<file path="config.mk">
export PLATFORM = sky130hd
export DESIGN_NAME = updown_counter_param
export DESIGN_NICKNAME = d
export VERILOG_FILES = /design/src/rtl/updown_counter_param.sv
export SDC_FILE = /design/constraint.sdc
export NUM_CORES = 1
export LEC_CHECK = 0
export CAP_MARGIN = 10
export CELL_PAD_IN_SITES_DETAIL_PLACEMENT = 1
export CELL_PAD_IN_SITES_GLOBAL_PLACEMENT = 1
export CORE_UTILIZATION = 35
export CTS_CLUSTER_DIAMETER = 30
export CTS_CLUSTER_SIZE = 30
export DETAILED_ROUTE_END_ITERATION = 8
export HOLD_SLACK_MARGIN = 0.1
export PLACE_DENSITY = 0.86
export SLEW_MARGIN = 20
export SYNTH_ARGS = -nofsm -noshare
export SYNTH_HDL_FRONTEND = slang
export SYNTH_SLANG_ARGS = --single-unit
</file>
<file path="constraint.sdc">
create_clock -name CLOCK -period 4.4 [get_ports CLOCK]
set_input_delay 0.44 -clock CLOCK [delete_from_list [all_inputs] [get_ports CLOCK]]
set_output_delay 0.44 -clock CLOCK [all_outputs]
set_load 0.02 [all_outputs]
</file>
<file path="src/rtl/updown_counter_param.sv">
// ---------------------------------------------------------------------------
// updown_counter_param
//   Parametrised up/down counter with configurable width, modulus, step size,
//   and wrap or saturate behaviour. It supports a synchronous clear, a
//   synchronous load that is clamped to the modulus, and boundary status
//   flags.
//
// Parameters
//   WIDTH      counter width in bits (2..32)
//   MAX_VALUE  highest legal count; modulus is MAX_VALUE+1 (< 2**WIDTH)
//   SATURATE   0 = wrap modulo MAX_VALUE+1, 1 = clamp at 0 / MAX_VALUE
//   STEP_W     width of STEP; 2**STEP_W-1 must not exceed MAX_VALUE+1
//
// Ports
//   CLOCK       in   rising-edge clock
//   RESET_N     in   asynchronous active-low reset
//   ENABLE      in   count-enable qualifier
//   DIRECTION   in   1 = up, 0 = down
//   STEP        in   step magnitude (0 holds)
//   LOAD        in   synchronous load strobe
//   LOAD_VALUE  in   value to load (clamped to MAX_VALUE)
//   CLEAR       in   synchronous clear of count and flags
//   COUNT_OUT   out  registered count
//   AT_MAX      out  combinational, COUNT_OUT == MAX_VALUE
//   AT_MIN      out  combinational, COUNT_OUT == 0
//   LIMIT_HIT   out  registered one-cycle pulse on a wrap or clip
//   OVERFLOW    out  sticky copy of LIMIT_HIT, cleared by CLEAR/reset
// ---------------------------------------------------------------------------
module updown_counter_param #(
  parameter int unsigned     WIDTH     = 8,
  parameter longint unsigned MAX_VALUE = (64'd1 << WIDTH) - 64'd1,
  parameter int unsigned     SATURATE  = 0,
  parameter int unsigned     STEP_W    = 2
) (
  input  logic              CLOCK,
  input  logic              RESET_N,
  input  logic              ENABLE,
  input  logic              DIRECTION,
  input  logic [STEP_W-1:0] STEP,
  input  logic              LOAD,
  input  logic [WIDTH-1:0]  LOAD_VALUE,
  input  logic              CLEAR,
  output logic [WIDTH-1:0]  COUNT_OUT,
  output logic              AT_MAX,
  output logic              AT_MIN,
  output logic              LIMIT_HIT,
  output logic              OVERFLOW
);

  // Elaboration-time legality checks on the parameter set.
  generate
    if (WIDTH < 2 || WIDTH > 32) begin : g_bad_width
      $error("updown_counter_param: WIDTH must be in 2..32");
    end
    if (MAX_VALUE >= (64'd1 << WIDTH)) begin : g_bad_max
      $error("updown_counter_param: MAX_VALUE must be < 2**WIDTH");
    end
    if (((64'd1 << STEP_W) - 64'd1) > (MAX_VALUE + 64'd1)) begin : g_bad_step
      $error("updown_counter_param: 2**STEP_W-1 must be <= MAX_VALUE+1");
    end
    if (SATURATE > 1) begin : g_bad_sat
      $error("updown_counter_param: SATURATE must be 0 or 1");
    end
  endgenerate

  // One extra bit so that sums and the modulus itself are representable.
  localparam int unsigned     AW      = WIDTH + 1;
  localparam logic [AW-1:0]    MAX_EXT = AW'(MAX_VALUE);
  localparam logic [AW-1:0]    MOD_EXT = AW'(MAX_VALUE + 64'd1);
  localparam logic [WIDTH-1:0] MAX_CNT = WIDTH'(MAX_VALUE);
  localparam bit               SAT     = (SATURATE != 0);

  logic [WIDTH-1:0] count_q, count_d;
  logic             limit_hit_q, limit_hit_d;
  logic             overflow_q, overflow_d;

  logic [AW-1:0]    cnt_ext;
  logic [AW-1:0]    step_ext;
  logic [AW-1:0]    load_ext;
  logic [AW-1:0]    sum_up;
  logic [AW-1:0]    diff_dn;
  logic [AW-1:0]    wrap_up;
  logic [AW-1:0]    wrap_dn;
  logic             up_over;
  logic             dn_under;

  // Extended-width arithmetic shared by both directions.
  always_comb begin
    cnt_ext  = {1'b0, count_q};
    step_ext = AW'(STEP);
    load_ext = {1'b0, LOAD_VALUE};
    sum_up   = cnt_ext + step_ext;
    diff_dn  = cnt_ext - step_ext;
    // Wrap results. Each one is only selected when its bound is crossed, so
    // it always lands inside 0..MAX_VALUE.
    wrap_up  = sum_up - MOD_EXT;
    wrap_dn  = cnt_ext + MOD_EXT - step_ext;
    up_over  = (sum_up > MAX_EXT);
    dn_under = (step_ext > cnt_ext);
  end

  // Next-state selection, with priority CLEAR > LOAD > ENABLE > hold.
  always_comb begin
    count_d     = count_q;
    limit_hit_d = 1'b0;
    overflow_d  = overflow_q;

    if (CLEAR) begin
      count_d    = '0;
      overflow_d = 1'b0;
    end else if (LOAD) begin
      // A clamped load is not a counting event, so it raises no flag.
      count_d = (load_ext > MAX_EXT) ? MAX_CNT : LOAD_VALUE;
    end else if (ENABLE) begin
      if (DIRECTION) begin
        if (up_over) begin
          limit_hit_d = 1'b1;
          count_d     = SAT ? MAX_CNT : WIDTH'(wrap_up);
        end else begin
          count_d = WIDTH'(sum_up);
        end
      end else begin
        if (dn_under) begin
          limit_hit_d = 1'b1;
          count_d     = SAT ? '0 : WIDTH'(wrap_dn);
        end else begin
          count_d = WIDTH'(diff_dn);
        end
      end
      overflow_d = overflow_q | limit_hit_d;
    end
  end

  // State registers.
  always_ff @(posedge CLOCK or negedge RESET_N) begin
    if (!RESET_N) begin
      count_q     <= '0;
      limit_hit_q <= 1'b0;
      overflow_q  <= 1'b0;
    end else begin
      count_q     <= count_d;
      limit_hit_q <= limit_hit_d;
      overflow_q  <= overflow_d;
    end
  end

  assign COUNT_OUT = count_q;
  assign LIMIT_HIT = limit_hit_q;
  assign OVERFLOW  = overflow_q;
  assign AT_MAX    = (count_q == MAX_CNT);
  assign AT_MIN    = (count_q == '0);

endmodule
</file>
==> flow_metrics.tcl <==
set metrics [dict create \
    status "finished clean" \
    io_pins 28 \
    relSlewSlack_pct 67.83 \
    ys_ff_latch 10 \
    max-vdd-ir-drop_v 0.0001959 \
    crit_arrival_ps 2290 \
    period_share_pct 62.13 \
    yosys_warnings 0 \
    hold_class "in2async" \
    clockRootBuffer "clkbuf_4" \
    post-route-cell-area_sq_um 1139 \
    gr-usage-all-layers_pct 22.07 \
    drive_gt1_share_pct 7.500 \
    place_ws_ps 1746 \
    dpl.hpwl_microns 1906 \
    async_flop_share_pct 100.0 \
    cts_buffers 3 \
    num_rows 17 \
    synth_edf_count 0 \
    initial_utilization_pct 37.39 \
    clock-sinks 10 \
    worst_pin_slew_ps 481.0 \
    portBuffers 27 \
    cap_violations 0 \
    fin_ws_ps 1666 \
    nNetsFinal 143 \
    r2r_setup_slack_ps 2200 \
    initialDrtViolationCount 8 \
    syn_nets 117 \
    synthesis.instances 95 \
    tns_ps 0 \
    wl_per_cell_microns 16.46 \
    syn-cell-area_sq_um 827.0 \
    avgSynthCellArea_sq_um 8.706 \
    r2r_end "COUNT_OUT[6]" \
    power_leakage_nw 0.4666 \
    vias 854 \
    grt_pass1_vias 875 \
    cts-htree-levels 1 \
    path_max_fanout 10 \
    place.gp.congestion 0.8442 \
    maxSlewViolCount 0 \
    antenna_found_initial 0 \
    avgViaCountPerCell 5.770 \
    start_kind "flop" \
    area_growth_pct 37.67 \
    clkTransAtPathRegs_ps 70 \
    postCtsSetupRepairBufs 0 \
    drc 0 \
    clock_skew_ps 2.092 \
    setup_violations 0 \
    antenna_cells 0 \
    rsz0062_at_grt "no" \
    pwr_density_cell_nw_per_um2 251.8 \
    clk_latency_ps 270 \
    yosysSeqAreaShare_pct 30.26 \
    overflow 0 \
    end_kind "output pin" \
    die_area_sq_um 2561 \
    clock_path_buffers 2 \
    firstDrtPassIters 4 \
    drtAntennaViolNets 0 \
    grt_max_degree 13 \
    worstSetupPathType "reg2out" \
    grt_pass1_wl_microns 4126 \
    ys.flop_type "dfrtp_1" \
    cp.required_ps 3960 \
    layout_commonest_cell "clkdlybuf4s50_1" \
    rr_worst_depth 8 \
    layout_common_cells "clkdlybuf4s50_1 (27), nor2_1 (14), dfrtp_1 (10)" \
    finalHoldViolCount 0 \
    die_w_microns 50.61 \
    finalPower_uw 286.7 \
    max_freq_mhz 365.8 \
    fin_crit_ps 2734 \
    yosysUniqueCellTypes 38 \
    r2r_start "COUNT_OUT[0]" \
    hold_buffers 0 \
    place_area_sq_um 1102 \
    die_y_microns 50.61 \
    core_area_sq_um 2212 \
    cts_tree "yes" \
    cts_resized 0 \
    routed_wl_microns 2436 \
]
==> per-stage QoR <==
step	utilization, %	cells	hold WS, ps
after CTS	51.47	148	495.9
after floorplan	-	95	144.4
after detailed placement	49.83	144	478.6
after global placement	49.83	144	466.3
final	51.47	148	490.9
after global routing	51.47	148	508.1
==> layout make-up <==
class / instances / area (sq um)
fillers: 280 / 1074
multi-input cells: 73 / 524.3
repair buffers: 27 / 270.3
flip-flops and latches: 10 / 250.2
clock buffers: 4 / 36.28
well taps: 28 / 35.03
inverters: 6 / 22.52
==> how the worst max path moves through the flow <==
| stage | start | endpoint | slack, ps |
|---|---|---|---|
| 2_1_floorplan | COUNT_OUT[4] | AT_MIN | 2080 |
| 4_1_cts | COUNT_OUT[4] | AT_MIN | 1640 |
| 3_5_place_dp | STEP[1] | COUNT_OUT[7] | 1750 |
| 5_1_grt | COUNT_OUT[4] | AT_MIN | 1550 |
| 6_report | COUNT_OUT[4] | AT_MIN | 1670 |
| 3_3_place_gp | STEP[0] | COUNT_OUT[6] | 1850 |
==> layer usage <==
layer  vias up  GRT usage, %  wire (microns)
met4         0         3.241              12
li1        404             -               -
met1       421         25.60             988
met3         2         7.273             132
met5         -             0               0
met2        27         39.78            1302
==> state kept, by name, summed over array words and instances (netlist names) <==
name / cells
OVERFLOW: 1
LIMIT_HIT: 1
COUNT_OUT: 8
==> kinds of logic after synthesis <==
kind of cell               synth area share, %
and+or+nand+nor                          27.69
DFF                                      30.26
xor gates and xnor gates                 3.178
muxes                                    1.210
buffers and inverters                    6.354
AOI/OAI and AO/OA                        20.42
adders and majority gates                10.89
==> cells in the mapped netlist (all sizes together), types with 3 or more instances <==
cell type  number  area (sq um)
nor2           14         52.55
dfrtp          10         250.2
a211oi          5         37.54
a21oi           5         25.02
clkbuf          5         18.77
inv             5         18.77
or4             5         41.29
ha              4         50.05
nand4           4         25.02
nor2b           3         18.77
o22ai           3         18.77
xnor2           3         26.28
==> critical path, cell delays in order, from the launching register on <==
cell and delay (ps):
dfrtp_1 490, or4_1 620, nor4_1 260, clkdlybuf4s50_1 650
==> power by group <==
group          switching, mW  internal, mW  total (mW)
clock network         0.0358        0.0503      0.0861
logic                 0.0451        0.0455      0.0906
registers             0.0123        0.0978       0.110
Power figures use the tool's default switching activity.
